**config.mk**
```make
export PLATFORM = sky130hd
export DESIGN_NAME = window_gen_3x3_flat
export DESIGN_NICKNAME = d
export VERILOG_FILES = /design/src/rtl/window_gen_3x3_if.sv /design/src/rtl/window_gen_3x3.sv /design/src/flat_wrapper.sv
export SDC_FILE = /design/constraint.sdc
export NUM_CORES = 1
export LEC_CHECK = 0
export CAP_MARGIN = 25
export CORE_MARGIN = 2
export CORE_UTILIZATION = 35
export DETAILED_ROUTE_END_ITERATION = 16
export SLEW_MARGIN = 20
export SYNTH_ARGS = -nofsm -noshare
export SYNTH_HDL_FRONTEND = slang
export SYNTH_SLANG_ARGS = --single-unit
```
**constraint.sdc**
```tcl
create_clock -name clk -period 10.8 [get_ports clk]
set_input_delay 2.7 -clock clk [delete_from_list [all_inputs] [get_ports clk]]
set_output_delay 2.7 -clock clk [all_outputs]
set_load 0.1 [all_outputs]
```
**src/rtl/window_gen_3x3_if.sv**
```systemverilog
// Pixel-stream in / 3x3-window out bundle for window_gen_3x3.
// Data_In/Valid_In    : raster-order pixel words from the producer.
// Data_Out0..8        : window, row-major, 0 = top-left, 8 = newest pixel.
// Valid_Out           : one-cycle strobe, Data_Out0..8 hold a valid window.
// Frame_Done          : one-cycle strobe, last pixel of a frame accepted.
// master = stream producer / window consumer, slave = window_gen_3x3.
interface window_gen_3x3_if #(
    parameter int unsigned DATA_WIDTH = 32
);
    logic [DATA_WIDTH-1:0] Data_In;
    logic                  Valid_In;
    logic [DATA_WIDTH-1:0] Data_Out0;
    logic [DATA_WIDTH-1:0] Data_Out1;
    logic [DATA_WIDTH-1:0] Data_Out2;
    logic [DATA_WIDTH-1:0] Data_Out3;
    logic [DATA_WIDTH-1:0] Data_Out4;
    logic [DATA_WIDTH-1:0] Data_Out5;
    logic [DATA_WIDTH-1:0] Data_Out6;
    logic [DATA_WIDTH-1:0] Data_Out7;
    logic [DATA_WIDTH-1:0] Data_Out8;
    logic                  Valid_Out;
    logic                  Frame_Done;

    modport master (
        output Data_In, Valid_In,
        input  Data_Out0, Data_Out1, Data_Out2, Data_Out3, Data_Out4,
               Data_Out5, Data_Out6, Data_Out7, Data_Out8,
               Valid_Out, Frame_Done
    );

    modport slave (
        input  Data_In, Valid_In,
        output Data_Out0, Data_Out1, Data_Out2, Data_Out3, Data_Out4,
               Data_Out5, Data_Out6, Data_Out7, Data_Out8,
               Valid_Out, Frame_Done
    );
endinterface

```
**src/rtl/window_gen_3x3.sv**
```systemverilog
// 3x3 sliding-window generator feeding the max-pooling comparator tree.
// Two line buffers (LB0 = row r-1, LB1 = row r-2) plus a 3x3 shift window;
// complete windows are emitted every STRIDE columns/rows with registered outputs.
// Ports: clk (rising edge), rst (async, active-low), bus (window_gen_3x3_if.slave).
module window_gen_3x3 #(
    parameter int unsigned DATA_WIDTH = 32,
    parameter int unsigned IMG_WIDTH  = 16,
    parameter int unsigned IMG_HEIGHT = 16,
    parameter int unsigned STRIDE     = 2
) (
    input  logic            clk,
    input  logic            rst,
    window_gen_3x3_if.slave bus
);
    localparam int unsigned CW = (IMG_WIDTH  > 1) ? $clog2(IMG_WIDTH)  : 1;
    localparam int unsigned RW = (IMG_HEIGHT > 1) ? $clog2(IMG_HEIGHT) : 1;
    localparam int unsigned PW = 2;

    logic [CW-1:0]         col;
    logic [RW-1:0]         row;
    logic [PW-1:0]         col_ph;
    logic [PW-1:0]         row_ph;
    logic [DATA_WIDTH-1:0] lb0 [IMG_WIDTH];
    logic [DATA_WIDTH-1:0] lb1 [IMG_WIDTH];
    logic [DATA_WIDTH-1:0] win     [9];
    logic [DATA_WIDTH-1:0] win_nxt [9];
    logic [DATA_WIDTH-1:0] dout    [9];
    logic                  valid_out;
    logic                  frame_done;

    logic                  beat;
    logic                  col_last;
    logic                  row_last;
    logic [PW-1:0]         col_ph_cur;
    logic [PW-1:0]         row_ph_cur;
    logic [PW-1:0]         col_ph_nxt;
    logic [PW-1:0]         row_ph_nxt;
    logic                  emit;

    // Position decode; phases are forced to 0 at the first full-window column/row.
    always_comb begin
        beat       = bus.Valid_In;
        col_last   = (col == CW'(IMG_WIDTH - 1));
        row_last   = (row == RW'(IMG_HEIGHT - 1));
        col_ph_cur = (col == CW'(2)) ? '0 : col_ph;
        row_ph_cur = (row == RW'(2)) ? '0 : row_ph;
        col_ph_nxt = (col_ph_cur == PW'(STRIDE - 1)) ? '0 : col_ph_cur + PW'(1);
        row_ph_nxt = (row_ph_cur == PW'(STRIDE - 1)) ? '0 : row_ph_cur + PW'(1);
        emit       = beat && (row >= RW'(2)) && (col >= CW'(2)) &&
                     (row_ph_cur == '0) && (col_ph_cur == '0);
    end

    // Next window: shift columns left, new right column = {LB1, LB0, Data_In}.
    always_comb begin
        win_nxt = win;
        for (int i = 0; i < 3; i++) begin
            win_nxt[3*i]   = win[3*i+1];
            win_nxt[3*i+1] = win[3*i+2];
        end
        win_nxt[2] = lb1[col];
        win_nxt[5] = lb0[col];
        win_nxt[8] = bus.Data_In;
    end

    // Line buffers and window shift register; contents need no reset.
    always_ff @(posedge clk) begin
        if (beat) begin
            lb1[col] <= lb0[col];
            lb0[col] <= bus.Data_In;
            win      <= win_nxt;
        end
    end

    // Raster position and stride-phase counters.
    always_ff @(posedge clk or negedge rst) begin
        if (!rst) begin
            col    <= '0;
            row    <= '0;
            col_ph <= '0;
            row_ph <= '0;
        end else if (beat) begin
            col    <= col_last ? '0 : col + CW'(1);
            col_ph <= col_ph_nxt;
            if (col_last) begin
                row    <= row_last ? '0 : row + RW'(1);
                row_ph <= row_ph_nxt;
            end
        end
    end

    // Registered window outputs and strobes.
    always_ff @(posedge clk or negedge rst) begin
        if (!rst) begin
            valid_out  <= 1'b0;
            frame_done <= 1'b0;
            for (int i = 0; i < 9; i++) begin
                dout[i] <= '0;
            end
        end else begin
            valid_out  <= emit;
            frame_done <= beat && col_last && row_last;
            if (emit) begin
                dout <= win_nxt;
            end
        end
    end

    assign bus.Data_Out0  = dout[0];
    assign bus.Data_Out1  = dout[1];
    assign bus.Data_Out2  = dout[2];
    assign bus.Data_Out3  = dout[3];
    assign bus.Data_Out4  = dout[4];
    assign bus.Data_Out5  = dout[5];
    assign bus.Data_Out6  = dout[6];
    assign bus.Data_Out7  = dout[7];
    assign bus.Data_Out8  = dout[8];
    assign bus.Valid_Out  = valid_out;
    assign bus.Frame_Done = frame_done;
endmodule
```
**src/flat_wrapper.sv**
```systemverilog
// flat-port wrapper written by rule: the top's interface ports become plain ports
module window_gen_3x3_flat 
#(
    parameter int unsigned DATA_WIDTH = 32,
    parameter int unsigned IMG_WIDTH  = 16,
    parameter int unsigned IMG_HEIGHT = 16,
    parameter int unsigned STRIDE     = 2
)
  (clk, rst, bus_Data_In, bus_Valid_In, bus_Data_Out0, bus_Data_Out1, bus_Data_Out2, bus_Data_Out3, bus_Data_Out4, bus_Data_Out5, bus_Data_Out6, bus_Data_Out7, bus_Data_Out8, bus_Valid_Out, bus_Frame_Done);
  window_gen_3x3_if #(.DATA_WIDTH(DATA_WIDTH)) bus_i ();
  input  logic clk;
  input  logic rst;
  input wire logic [$bits(bus_i.Data_In)-1:0] bus_Data_In;
  input wire logic [$bits(bus_i.Valid_In)-1:0] bus_Valid_In;
  output wire logic [$bits(bus_i.Data_Out0)-1:0] bus_Data_Out0;
  output wire logic [$bits(bus_i.Data_Out1)-1:0] bus_Data_Out1;
  output wire logic [$bits(bus_i.Data_Out2)-1:0] bus_Data_Out2;
  output wire logic [$bits(bus_i.Data_Out3)-1:0] bus_Data_Out3;
  output wire logic [$bits(bus_i.Data_Out4)-1:0] bus_Data_Out4;
  output wire logic [$bits(bus_i.Data_Out5)-1:0] bus_Data_Out5;
  output wire logic [$bits(bus_i.Data_Out6)-1:0] bus_Data_Out6;
  output wire logic [$bits(bus_i.Data_Out7)-1:0] bus_Data_Out7;
  output wire logic [$bits(bus_i.Data_Out8)-1:0] bus_Data_Out8;
  output wire logic [$bits(bus_i.Valid_Out)-1:0] bus_Valid_Out;
  output wire logic [$bits(bus_i.Frame_Done)-1:0] bus_Frame_Done;
  assign bus_i.Data_In = bus_Data_In;
  assign bus_i.Valid_In = bus_Valid_In;
  assign bus_Data_Out0 = bus_i.Data_Out0;
  assign bus_Data_Out1 = bus_i.Data_Out1;
  assign bus_Data_Out2 = bus_i.Data_Out2;
  assign bus_Data_Out3 = bus_i.Data_Out3;
  assign bus_Data_Out4 = bus_i.Data_Out4;
  assign bus_Data_Out5 = bus_i.Data_Out5;
  assign bus_Data_Out6 = bus_i.Data_Out6;
  assign bus_Data_Out7 = bus_i.Data_Out7;
  assign bus_Data_Out8 = bus_i.Data_Out8;
  assign bus_Valid_Out = bus_i.Valid_Out;
  assign bus_Frame_Done = bus_i.Frame_Done;
  window_gen_3x3 #(.DATA_WIDTH(DATA_WIDTH), .IMG_WIDTH(IMG_WIDTH), .IMG_HEIGHT(IMG_HEIGHT), .STRIDE(STRIDE)) u_core (.clk(clk), .rst(rst), .bus(bus_i));
endmodule
```
# Word level (Yosys, flattened, before mapping)
# Memories as Yosys holds them, arrays and structs flattened.
# Index checks and enable logic that the tools add are counted.
[totals] regBits=494 ram_bits=1024 inputBits=35 out_inout_bits=290 memories=2
[op_classes] add_sub_neg=4 n_lt_le_gt_ge=2 eq_ne=6 muxes=8 reduce_logical=9
[mem_list] name="u_core.lb0" words=16 word_bits=32 read_ports=1 rd_clocked_by_memory_dff=0 write_ports=1 line="window_gen_3x3.sv:23" source="logic [DATA_WIDTH-1:0] lb0 [IMG_WIDTH];"
[mem_list] name="u_core.lb1" words=16 word_bits=32 read_ports=1 rd_clocked_by_memory_dff=0 write_ports=1 line="window_gen_3x3.sv:24" source="logic [DATA_WIDTH-1:0] lb1 [IMG_WIDTH];"
[op_table] operator="$add 4x1->4 const B" n=2
[op_table] operator="$eq 4x2->1 const B" n=2
[op_table] operator="$eq 4x4->1 const B" n=2
[op_table] operator="$ge 4x2->1 const B" n=2
[op_table] operator="$mux 2" n=4
[op_table] operator="$mux 4" n=2
[op_table] operator="$logic_and 1x1->1" n=6
[op_table] operator="$add 2x1->2 const B" n=2
[op_table] operator="$eq 2x1->1 const B" n=2
[op_table] operator="$logic_not 2->1" n=2
[op_table] operator="$mux 1" n=2
[op_table] operator="$reduce_and 2->1" n=1

# Longest topological paths before layout
# Gate-level depths: netlist (run 1).
[depth] word_depth=5 ltp_mapped=11 depth_no_buf=6

# Worst setup path before layout (run 1)
# Ideal clock, no wire load.
[synth_path] path_type="input to register" from="in bus_Valid_In" to="mem u_core.lb0[8][0] (enable)" arrival_ns=7.803 required_ns=10.222 path_slack_ns=2.419 stages=3 n_path_buf=1 cell_sequence="buf_1 -> nand2_1 -> nor3b_1"
[synth_via] elab_chain_len=2
[synth_lines] element="start, declared" line="flat_wrapper.sv:14" source="input wire logic [$bits(bus_i.Valid_In)-1:0] bus_Valid_In;"
[synth_lines] element="$mux 1" line="window_gen_3x3.sv:67" source="if (beat) begin"
[synth_lines] element="$mux 1 (not written as such)" line="window_gen_3x3.sv:69" source="lb0[col] <= bus.Data_In;"
[synth_lines] element="end, declared" line="window_gen_3x3.sv:23"
# Every way passes these cells.

==> impl_metrics.py, run 1 <==
metrics = {
    "run_status": {
        "status": "completed",
    },
    "finish": {
        "seq_area_um2": 44100,
        "fin_area_um2": 67100,
        "finalNonFillerCells": 5484,
        "multi_input_area_um2": 11300,
        "drive_above_1_share": 0.128,
        "final.fill_count": 13971,
        "final_nets": 3316,
        "syn_to_final_growth_pct": 19.8,
        "final_core_util": 0.423,
    },
    "logic_synthesis": {
        "avgSynthCellArea_um2": 19.5,
        "netlist.area_leader.share": 0.652,
        "synth-main-ff-cell": "edfxtp_1",
        "synth_top_area_cell": "edfxtp_1",
        "netlist_top_cells_area": "edfxtp_1 65%, dfrtp_1 13%, mux2i_1 9.1%",
        "yosys-top-cells-count": "1216 x edfxtp_1, 512 x mux2i_1, 302 x dfrtp_1",
        "syn-cell-area_um2": 56000,
        "synth-async-reset-ratio": 0.199,
        "ys_ff_latch": 1518,
        "synthCells": 2869,
        "synth.distinct_cells": 37,
        "synth_sequential_area_ratio": 0.787,
        "yosys_warnings": 0,
        "synth.most_common_cell": "edfxtp_1",
        "synth_edf_count": 1216,
        "syn_nets": 2910,
    },
    "worst_setup_path": {
        "crit_fanout": 147,
        "timing.critical_path.mode_cell": "buf_4",
        "cpLargestDelayFamily": "buffers and inverters",
        "cp_cell_sequence": "buf_12 > buf_4 > buf_4 > buf_16 > mux2i_1 > o221ai_1 > or3_1 > mux2_2",
        "slowest_delay_ns": 1.08,
        "crit_required_ns": 11.47,
        "crit_slowest_cell": "dfrtp_4",
        "crit_path_end_kind": "flop",
        "path_buf_inv": 4,
        "startpoint_type": "flop",
        "arrival_ns": 5.82,
        "critPathKind": "flop to flop",
    },
    "run": {
        "cap_violations": 0,
    },
    "sta": {
        "finClkSkew_ns": 0.0267,
        "slew_violations": 0,
        "setup_tns_ns": 0,
        "fmax_mhz": 194,
        "slew_headroom": 0.201,
        "grt_setup_unrepaired": "no",
        "fin_crit_sh": 0.477,
        "setup_violations": 0,
        "final_hold_viol_count": 0,
        "worst_pin_slew_ns": 1.20,
        "layout_min_cycle_time_ns": 5.15,
    },
    "detailed_routing": {
        "detail-route-antenna-nets": 0,
        "wirelength_um": 128000,
        "vias": 27689,
        "drt-wirelength-per-cell_um": 23.4,
        "via_per_inst": 5.05,
        "drt_pre_antenna_iters": 5,
        "remaining_drc_errors": 0,
        "initialDrtViolationCount": 2085,
    },
    "floorplanning": {
        "core-area_um2": 159000,
        "dieArea_um2": 163000,
        "die_h_um": 404,
        "rows": 146,
        "initial_utilization": 0.353,
        "io_pins": 325,
        "die_w_um": 404,
    },
    "place": {
        "hpwl_um": 74500,
        "dp_cells": 5178,
        "post_dp_cell_area_um2": 61900,
        "io_buffers": 324,
        "place.gp.congestion": 0.718,
    },
    "grt": {
        "grt_overflow": 0,
        "grt_pass1_vias": 28034,
        "grt_max_degree": 148,
        "antenna_found_initial": 12,
        "grt_pass1_wl_um": 189000,
        "grtUsageTotal": 0.156,
    },
    "clock_tree": {
        "tritoncts": "built",
        "clk_path_buf_depth": 3,
        "cts_max_level": 4,
        "cts_sinks": 1518,
        "cts_resized": 0,
        "cts_setup_buffers": 0,
        "cts_buffers": 161,
        "cts_hold_buf": 0,
        "root_buffer": "clkbuf_16",
        "clk_pin_slew_ns": 0.06,
        "clkLatencyLatePin_ns": 0.79,
    },
    "worst_hold_path": {
        "hold_path_class": "flop to flop",
    },
}
## per-stage QoR
step | worst slack (ns) | hold slack (ns)
final | 5.65 | 0.441
after global routing | 5.46 | 0.443
after CTS | 5.43 | 0.441
after detailed placement | 5.18 | 0.427
after global placement | 5.16 | 0.425
after floorplan | 2.42 | 0.420
## final cells by class
| cell class | instances | share of cell area |
|---|---|---|
| multi-input cells | 1200 | 0.168 |
| well taps | 2072 | 0.0386 |
| clock buffers | 228 | 0.0659 |
| inverters | 4 | 0.000242 |
| clock inverters | 68 | 0.0105 |
| diodes | 4 | 0.000149 |
| repair buffers | 390 | 0.0602 |
| flip-flops and latches | 1518 | 0.657 |
## final timing paths
| path | startpoint | endpoint | slack, ns | cells after the start |
|---|---|---|---|---|
| setup / recovery | u_core.col[0] | u_core.bus.Data_Out2[20] | 5.65 | 8 |
| hold reg to reg | u_core.win[28] | u_core.win[60] | 0.44 | 0 |
| hold / removal | u_core.win[28] | u_core.win[60] | 0.44 | 0 |
| setup reg to reg | u_core.col[0] | u_core.bus.Data_Out2[20] | 5.65 | 8 |
| min in group asynchronous | rst | u_core.bus.Data_Out6[28] | 1.87 | 1 |
| max in group asynchronous | rst | u_core.bus.Data_Out6[1] | 7.06 | 3 |
## cell families (layout without fill, tap and decap cells)
family	count (synthesis)	in the layout	synth area share
flops	1518	1518	0.787
mux	800	800	0.149
compound gates	270	270	0.0357
buf+inv	151	690	0.0144
simple gates	121	121	0.0121
fa+ha+maj	6	6	0.00134
xor+xnor	3	3	0.000469
other cells	0	4	0
## layer usage
layer / wire length (um) / global-route usage / share of wire
met3: 8280 / 0.0352 / 0.064
met4: 2860 / 0.0471 / 0.022
met1: 59100 / 0.220 / 0.46
met2: 58300 / 0.241 / 0.45
met5: 0 / 0 / 0
## state kept, by name, summed over array words and instances (netlist names), 32 cells and up
register,count
u_core.lb0,512
u_core.lb1,512
u_core.win,192
u_core.bus.Data_Out0,32
u_core.bus.Data_Out1,32
u_core.bus.Data_Out2,32
u_core.bus.Data_Out3,32
u_core.bus.Data_Out4,32
u_core.bus.Data_Out5,32
u_core.bus.Data_Out6,32
u_core.bus.Data_Out7,32
u_core.bus.Data_Out8,32
## cells in the final DEF, fill, tap and decap left out, types with 3 or more instances in the layout
master	netlist	layout
mux2_2	119	119
o22a_1	64	64
clkinv_2	0	16
buf_16	0	10
clkbuf_16	0	163
o21ai_0	6	6
buf_4	34	47
buf_12	0	6
diode_2	0	4
mux2i_1	512	512
clkinv_1	0	21
inv_16	0	5
inv_6	0	9
a21oi_1	5	5
nand2_1	16	14
dfrtp_1	302	301
ha_1	6	6
clkbuf_1	18	55
clkinv_8	0	4
buf_8	0	4
o221ai_1	64	64
bufinv_16	0	8
nor3_2	0	4
nor2_4	0	9
mux2_1	169	169
or3_1	64	64
clkdlybuf4s50_1	0	322
clkbuf_8	0	10
edfxtp_1	1216	1216
nor2_1	21	12
o22ai_1	128	128
xnor2_1	3	3
Power of run 1 is left out: the tool's default activity adds up to more than one toggle a clock period on the data nets, which glitch-free logic cannot reach.
==> run 2: changes to the inputs <==
==> constraint.sdc (replaced) <==
create_clock -name clk -period 4.9 [get_ports clk]
set_input_delay 1.225 -clock clk [delete_from_list [all_inputs] [get_ports clk]]
set_output_delay 1.225 -clock clk [all_outputs]
set_load 0.1 [all_outputs]
==> run 2 against run 1 <==
  * Routed wire length increased by 0.16%
  * Hold slack got worse by 0.0034 ns
  * Utilization increased by 0.062 points
  * Critical path depth decreased by 7
  * Flip-flop and latch count unchanged
  * Count of clock-buffer cells in the layout increased by 6
  * Global-route usage about the same
  * Die area unchanged
  * Sequential share of layout area decreased by 0.095 points
  * Worst setup slack got worse by 4.5 ns
  * Register-to-register slack got worse by 4.5 ns
  * Critical endpoint is now bus_Data_Out5[3]
  * Largest cell class unchanged
  * Highest routed layer unchanged
==> impl_metrics.py, run 2 (synthesized netlist as in run 1, its figures left out) <==
metrics = {
    "grt": {
        "use_met1": 0.220,
        "busiest_layer": "met2",
        "grt_overflow": 0,
        "grt_pass1_wl_um": 189000,
        "grt_max_degree": 133,
        "antenna_found_initial": 12,
        "grtUsageTotal": 0.156,
        "grt_pass1_vias": 28033,
        "use_met3": 0.0326,
        "use_met2": 0.247,
    },
    "worst_setup_path": {
        "crit_path_end_kind": "output port",
        "crit_fanout": 2,
        "slowest_delay_ns": 1.22,
        "cp_cell_sequence": "clkdlybuf4s50_1",
        "path_buf_inv": 1,
        "critPathKind": "flop to output port",
        "reg2reg_depth": 6,
        "cpLargestDelayFamily": "buffers and inverters",
        "startpoint_type": "flop",
        "arrival_ns": 2.58,
        "path_depth": 1,
        "crit_required_ns": 3.67,
        "crit_slowest_cell": "clkdlybuf4s50_1",
    },
    "clock_tree": {
        "clk_pin_slew_ns": 0.06,
        "root_buffer": "clkbuf_16",
        "clkLatencyLatePin_ns": 0.79,
        "cts_max_level": 4,
        "cts_sinks": 1518,
        "cts_buffers": 161,
        "cts_resized": 0,
        "cts_hold_buf": 0,
        "tritoncts": "built",
        "cts_setup_buffers": 0,
        "clk_path_buf_depth": 3,
    },
    "detailed_routing": {
        "remaining_drc_errors": 0,
        "via_per_inst": 5.03,
        "drt-wirelength-per-cell_um": 23.4,
        "wirelength_um": 129000,
        "vias": 27620,
        "detail-route-antenna-nets": 0,
        "initialDrtViolationCount": 1871,
        "drt_pre_antenna_iters": 7,
    },
    "worst_hold_path": {
        "hold_path_class": "input port to asynchronous set/reset pin",
    },
    "floorplanning": {
        "rows": 146,
        "core-area_um2": 159000,
        "io_pins": 325,
        "dieArea_um2": 163000,
        "die_h_um": 404,
        "initial_utilization": 0.353,
        "die_w_um": 404,
    },
    "run": {
        "cap_violations": 0,
    },
    "finish": {
        "syn_to_final_growth_pct": 20.0,
        "top_regs": "u_core.lb0 x512, u_core.lb1 x512, u_core.win x192",
        "layout_common_cells": "1216 x edfxtp_1, 512 x mux2i_1, 321 x clkdlybuf4s50_1, 301 x dfrtp_1, 169 x mux2_1",
        "final.fill_count": 13875,
        "drive_above_1_share": 0.131,
        "mostFrequentLayoutCell": "edfxtp_1",
        "fin_area_um2": 67200,
        "final_nets": 3325,
    },
    "run_status": {
        "status": "completed",
    },
    "sta": {
        "finClkSkew_ns": 0.0367,
        "fin_crit_sh": 0.776,
        "fmax_mhz": 263,
        "slew_violations": 0,
        "layout_min_cycle_time_ns": 3.80,
        "slew_headroom": 0.279,
        "worst_pin_slew_ns": 1.08,
        "final_hold_viol_count": 0,
        "setup_violations": 0,
        "grt_setup_unrepaired": "no",
        "setup_tns_ns": 0,
    },
    "place": {
        "post_dp_cell_area_um2": 62000,
        "io_buffers": 324,
        "place.gp.congestion": 0.747,
        "hpwl_um": 75200,
    },
}
==> run 2: cell types whose count changed in the layout (fill, tap and decap cells not counted), sizes merged <==
cell / before / now
buf: 68 / 78
bufinv: 8 / 6
clkbuf: 228 / 234
clkdlybuf4s50: 322 / 321
clkinv: 44 / 49
clkinvlp: 2 / 0
diode: 4 / 3
inv: 18 / 15
==> run 2: through the flow <==
stage,setup WS (ns),instances,utilization,hold WS (ns)
final,1.10,5496,0.423,0.438
after global routing,0.991,5493,0.423,0.450
after CTS,1.08,5490,0.423,0.434
after detailed placement,1.04,5190,0.390,0.429
after global placement,1.01,5189,0.390,0.423
after floorplan,0.0476,2869,-,0.420
==> run 2: per-layer routing <==
| metal | vias to the layer above | routed length [um] | part of all wire |
|---|---|---|---|
| li1 | 12289 | - | - |
| met1 | 14328 | 58400 | 0.45 |
| met2 | 828 | 59800 | 0.47 |
| met3 | 175 | 8040 | 0.063 |
| met4 | 0 | 2350 | 0.018 |
| met5 | - | 0 | 0 |
==> run 2: final cells by class <==
| type | count | area, um2 | area share |
|---|---|---|---|
| Multi-Input combinational cell | 1200 | 11300 | 0.168 |
| Inverter | 4 | 16.3 | 0.000242 |
| Clock inverter | 66 | 643 | 0.00957 |
| Clock buffer | 234 | 4520 | 0.0673 |
| Antenna cell | 3 | 7.51 | 0.000112 |
| Timing Repair Buffer | 399 | 4070 | 0.0606 |
| Sequential cell | 1518 | 44100 | 0.656 |
| Tap cell | 2072 | 2590 | 0.0386 |
==> run 2: path summary, 6_finish.rpt <==
check	slack [ns]	end	start
min reg2reg	0.44	u_core.win[42]	u_core.win[10]
max	1.10	bus_Data_Out5[3]	u_core.bus.Data_Out5[3]
min in group clk	0.44	u_core.win[42]	u_core.win[10]
max in group asynchronous	3.47	u_core.bus.Data_Out4[25]	rst
max reg2reg	1.16	u_core.bus.Data_Out5[31]	u_core.col[2]
min	0.44	u_core.bus.Data_Out6[28]	rst
Power of run 2 is left out for the same reason.
==> RTL change: new RTL, config.mk and constraints of run 2 <==
`IMG_HEIGHT` is set to 16 in 2 places; all go to 32.
--- a/src/rtl/window_gen_3x3.sv
+++ b/src/rtl/window_gen_3x3.sv
@@ -5,7 +5,7 @@
 module window_gen_3x3 #(
     parameter int unsigned DATA_WIDTH = 32,
     parameter int unsigned IMG_WIDTH  = 16,
-    parameter int unsigned IMG_HEIGHT = 16,
+    parameter int unsigned IMG_HEIGHT = 32,
     parameter int unsigned STRIDE     = 2
 ) (
     input  logic            clk,
--- a/src/flat_wrapper.sv
+++ b/src/flat_wrapper.sv
@@ -3,7 +3,7 @@
 #(
     parameter int unsigned DATA_WIDTH = 32,
     parameter int unsigned IMG_WIDTH  = 16,
-    parameter int unsigned IMG_HEIGHT = 16,
+    parameter int unsigned IMG_HEIGHT = 32,
     parameter int unsigned STRIDE     = 2
 )
   (clk, rst, bus_Data_In, bus_Valid_In, bus_Data_Out0, bus_Data_Out1, bus_Data_Out2, bus_Data_Out3, bus_Data_Out4, bus_Data_Out5, bus_Data_Out6, bus_Data_Out7, bus_Data_Out8, bus_Valid_Out, bus_Frame_Done);
Check against the original RTL: same outputs for any inputs over 4 cycles, from zero or initial values and one cycle with rst low; that may be too few to reach the edited logic, so the function may still have changed.
==> RTL change against run 2 <==
Clock skew down 0.012 ns. Final area up 0.24%. Synthesized cell count down 9.7%. Routed wire length down 1.2%. Fmax up 5.4%. Worst setup slack better by 0.19 ns. Sequential cell count up 1. Area after synthesis up 0.17%. Critical path type unchanged.
Power is left out: the tool's default activity adds up to more than one toggle a clock period on the data nets, which glitch-free logic cannot reach.
==> RTL change: results (changes against run 2) <==
Worst EP arrival 2.38 ns (-0.20 ns); worst slew pin tran 1.07 ns (-0.0103 ns); slowest CP cell clkdlybuf4s50_1; worst skew pair latency 0.78 ns; Worst-path clk slew 0.06 ns (about the same); critical path launch point u_core.bus.Data_Out3[3]; outcome completed; leading registers by flop count u_core.lb0: 512 flops, u_core.lb1: 512 flops, u_core.win: 192 flops; DRT Pass-1 Iters 6 (-1); Post-synth EDFFs 1216 (unchanged); syn nets 2633 (-9.5%); PortBufs 324 (unchanged); slowest stage delay, CP 1.18 ns (-0.04 ns); register area share after synthesis 78.6% (-0.085 points); mux contribution to synthesized area 17.2% (+2.3 points); H-tree depth 4 (unchanged); complex-gate fraction of the synthesized area 2.17% (-1.4 points); largest cells by area after synthesis edfxtp_1 (65%), dfrtp_1 (14%), mux4_2 (7.9%); Layout fillers 13700 (-0.92%); Worst Path Max Fanout 2 (unchanged); Hold Path Stages 0; CP top delay family buffers and inverters; largest net degree at the start of global routing 112 (-16%); RR Endpoint u_core.bus.Data_Out2[4]; first-pass GRT wire length 187000 um (-1.1%); TritonCTS buffer count 160 (-0.62%); fraction of synthesis flops using an asynchronous set or reset pin 19.9% (+0.053 points); Total Routing Usage GR 15.5% (-0.14 points); starting DRC count in detailed routing 2030 (+8.5%); xor and xnor area share after synthesis 0.0312% (-0.016 points); yosys warns 0 (unchanged); RR Startpoint u_core.col[3]; reg2reg setup slack 1.55 ns (+0.39 ns); initial antenna violation count 5 (-7); Hold WC Path Type reg2reg; R2R cell count 6 (unchanged); nets 3076 (-7.5%); post-synthesis adder-cell area fraction 0.156% (+0.022 points); Synth Flop Type edfxtp_1; Synth top cells by count edfxtp_1 (1216), dfrtp_1 (303), mux2_2 (220); worst-case clock skew 0.0248 ns (-0.0119 ns); layout cells sized above 1 24.6% (+11 points); CTS resizes 0 (unchanged); RePlAce Congestion 0.739 (-1.1%); CP Capture Point bus_Data_Out3[3]; postcts setup bufs 0 (unchanged); Root Driver clkbuf_16; Synth cell types 38 (+2.7%); DP HPWL 73000 um (-2.9%); via count 26700 (-3.2%); clock buffer depth 3 (unchanged); DRC Markers 0 (unchanged); Detailed Route WL 127000 um (-1.2%)
==> RTL change: area by class of cell <==
cell class	instances	area, um^2	share of cell area (%)
Inverter	6	25.0	0.0371
Clock buffer	233	4490	6.67
Timing Repair Buffer	413	4170	6.18
Clock inverter	62	552	0.819
Sequential cell	1519	44100	65.5
Antenna cell	2	5.00	0.00743
Multi-Input combinational cell	934	11400	17.0
Tap cell	2072	2590	3.85
==> RTL change: cell families after synthesis <==
group / after synthesis
compound gates: 204
simple gates: 58
fa+ha+maj: 7
flops: 1519
buf+inv: 138
mux: 663
xor+xnor: 2
==> RTL change: metrics by stage <==
step	std cells	worst slack [ns]	utilization (%)	hold WS (ns)	instance area [um^2]
after floorplan	2591	0.0505	-	0.420	56100
after global placement	4944	1.51	39.3	0.424	62300
after detailed placement	4944	1.52	39.3	0.427	62300
after CTS	5239	1.21	42.4	0.429	67400
after global routing	5239	1.23	42.4	0.436	67400
final	5241	1.29	42.5	0.435	67400
==> RTL change: worst min-delay path by stage <==
stage / start / to / slack, ns
after floorplan: u_core.win[96] / u_core.win[128] / 0.42
after global placement: u_core.win[122] / u_core.win[154] / 0.42
after detailed placement: u_core.win[100] / u_core.win[132] / 0.43
after CTS: u_core.win[108] / u_core.win[140] / 0.43
after global routing: u_core.win[108] / u_core.win[140] / 0.44
final: u_core.win[23] / u_core.win[55] / 0.44
==> RTL change: metal layers <==
layer  wire [um]  global-route usage (%)  up-vias
met5          19                       0        -
met4        2380                    3.91        2
met3        7420                    2.99      183
met2       60800                    24.9      811
met1       56600                    21.6    14300
li1            -                       -    11400
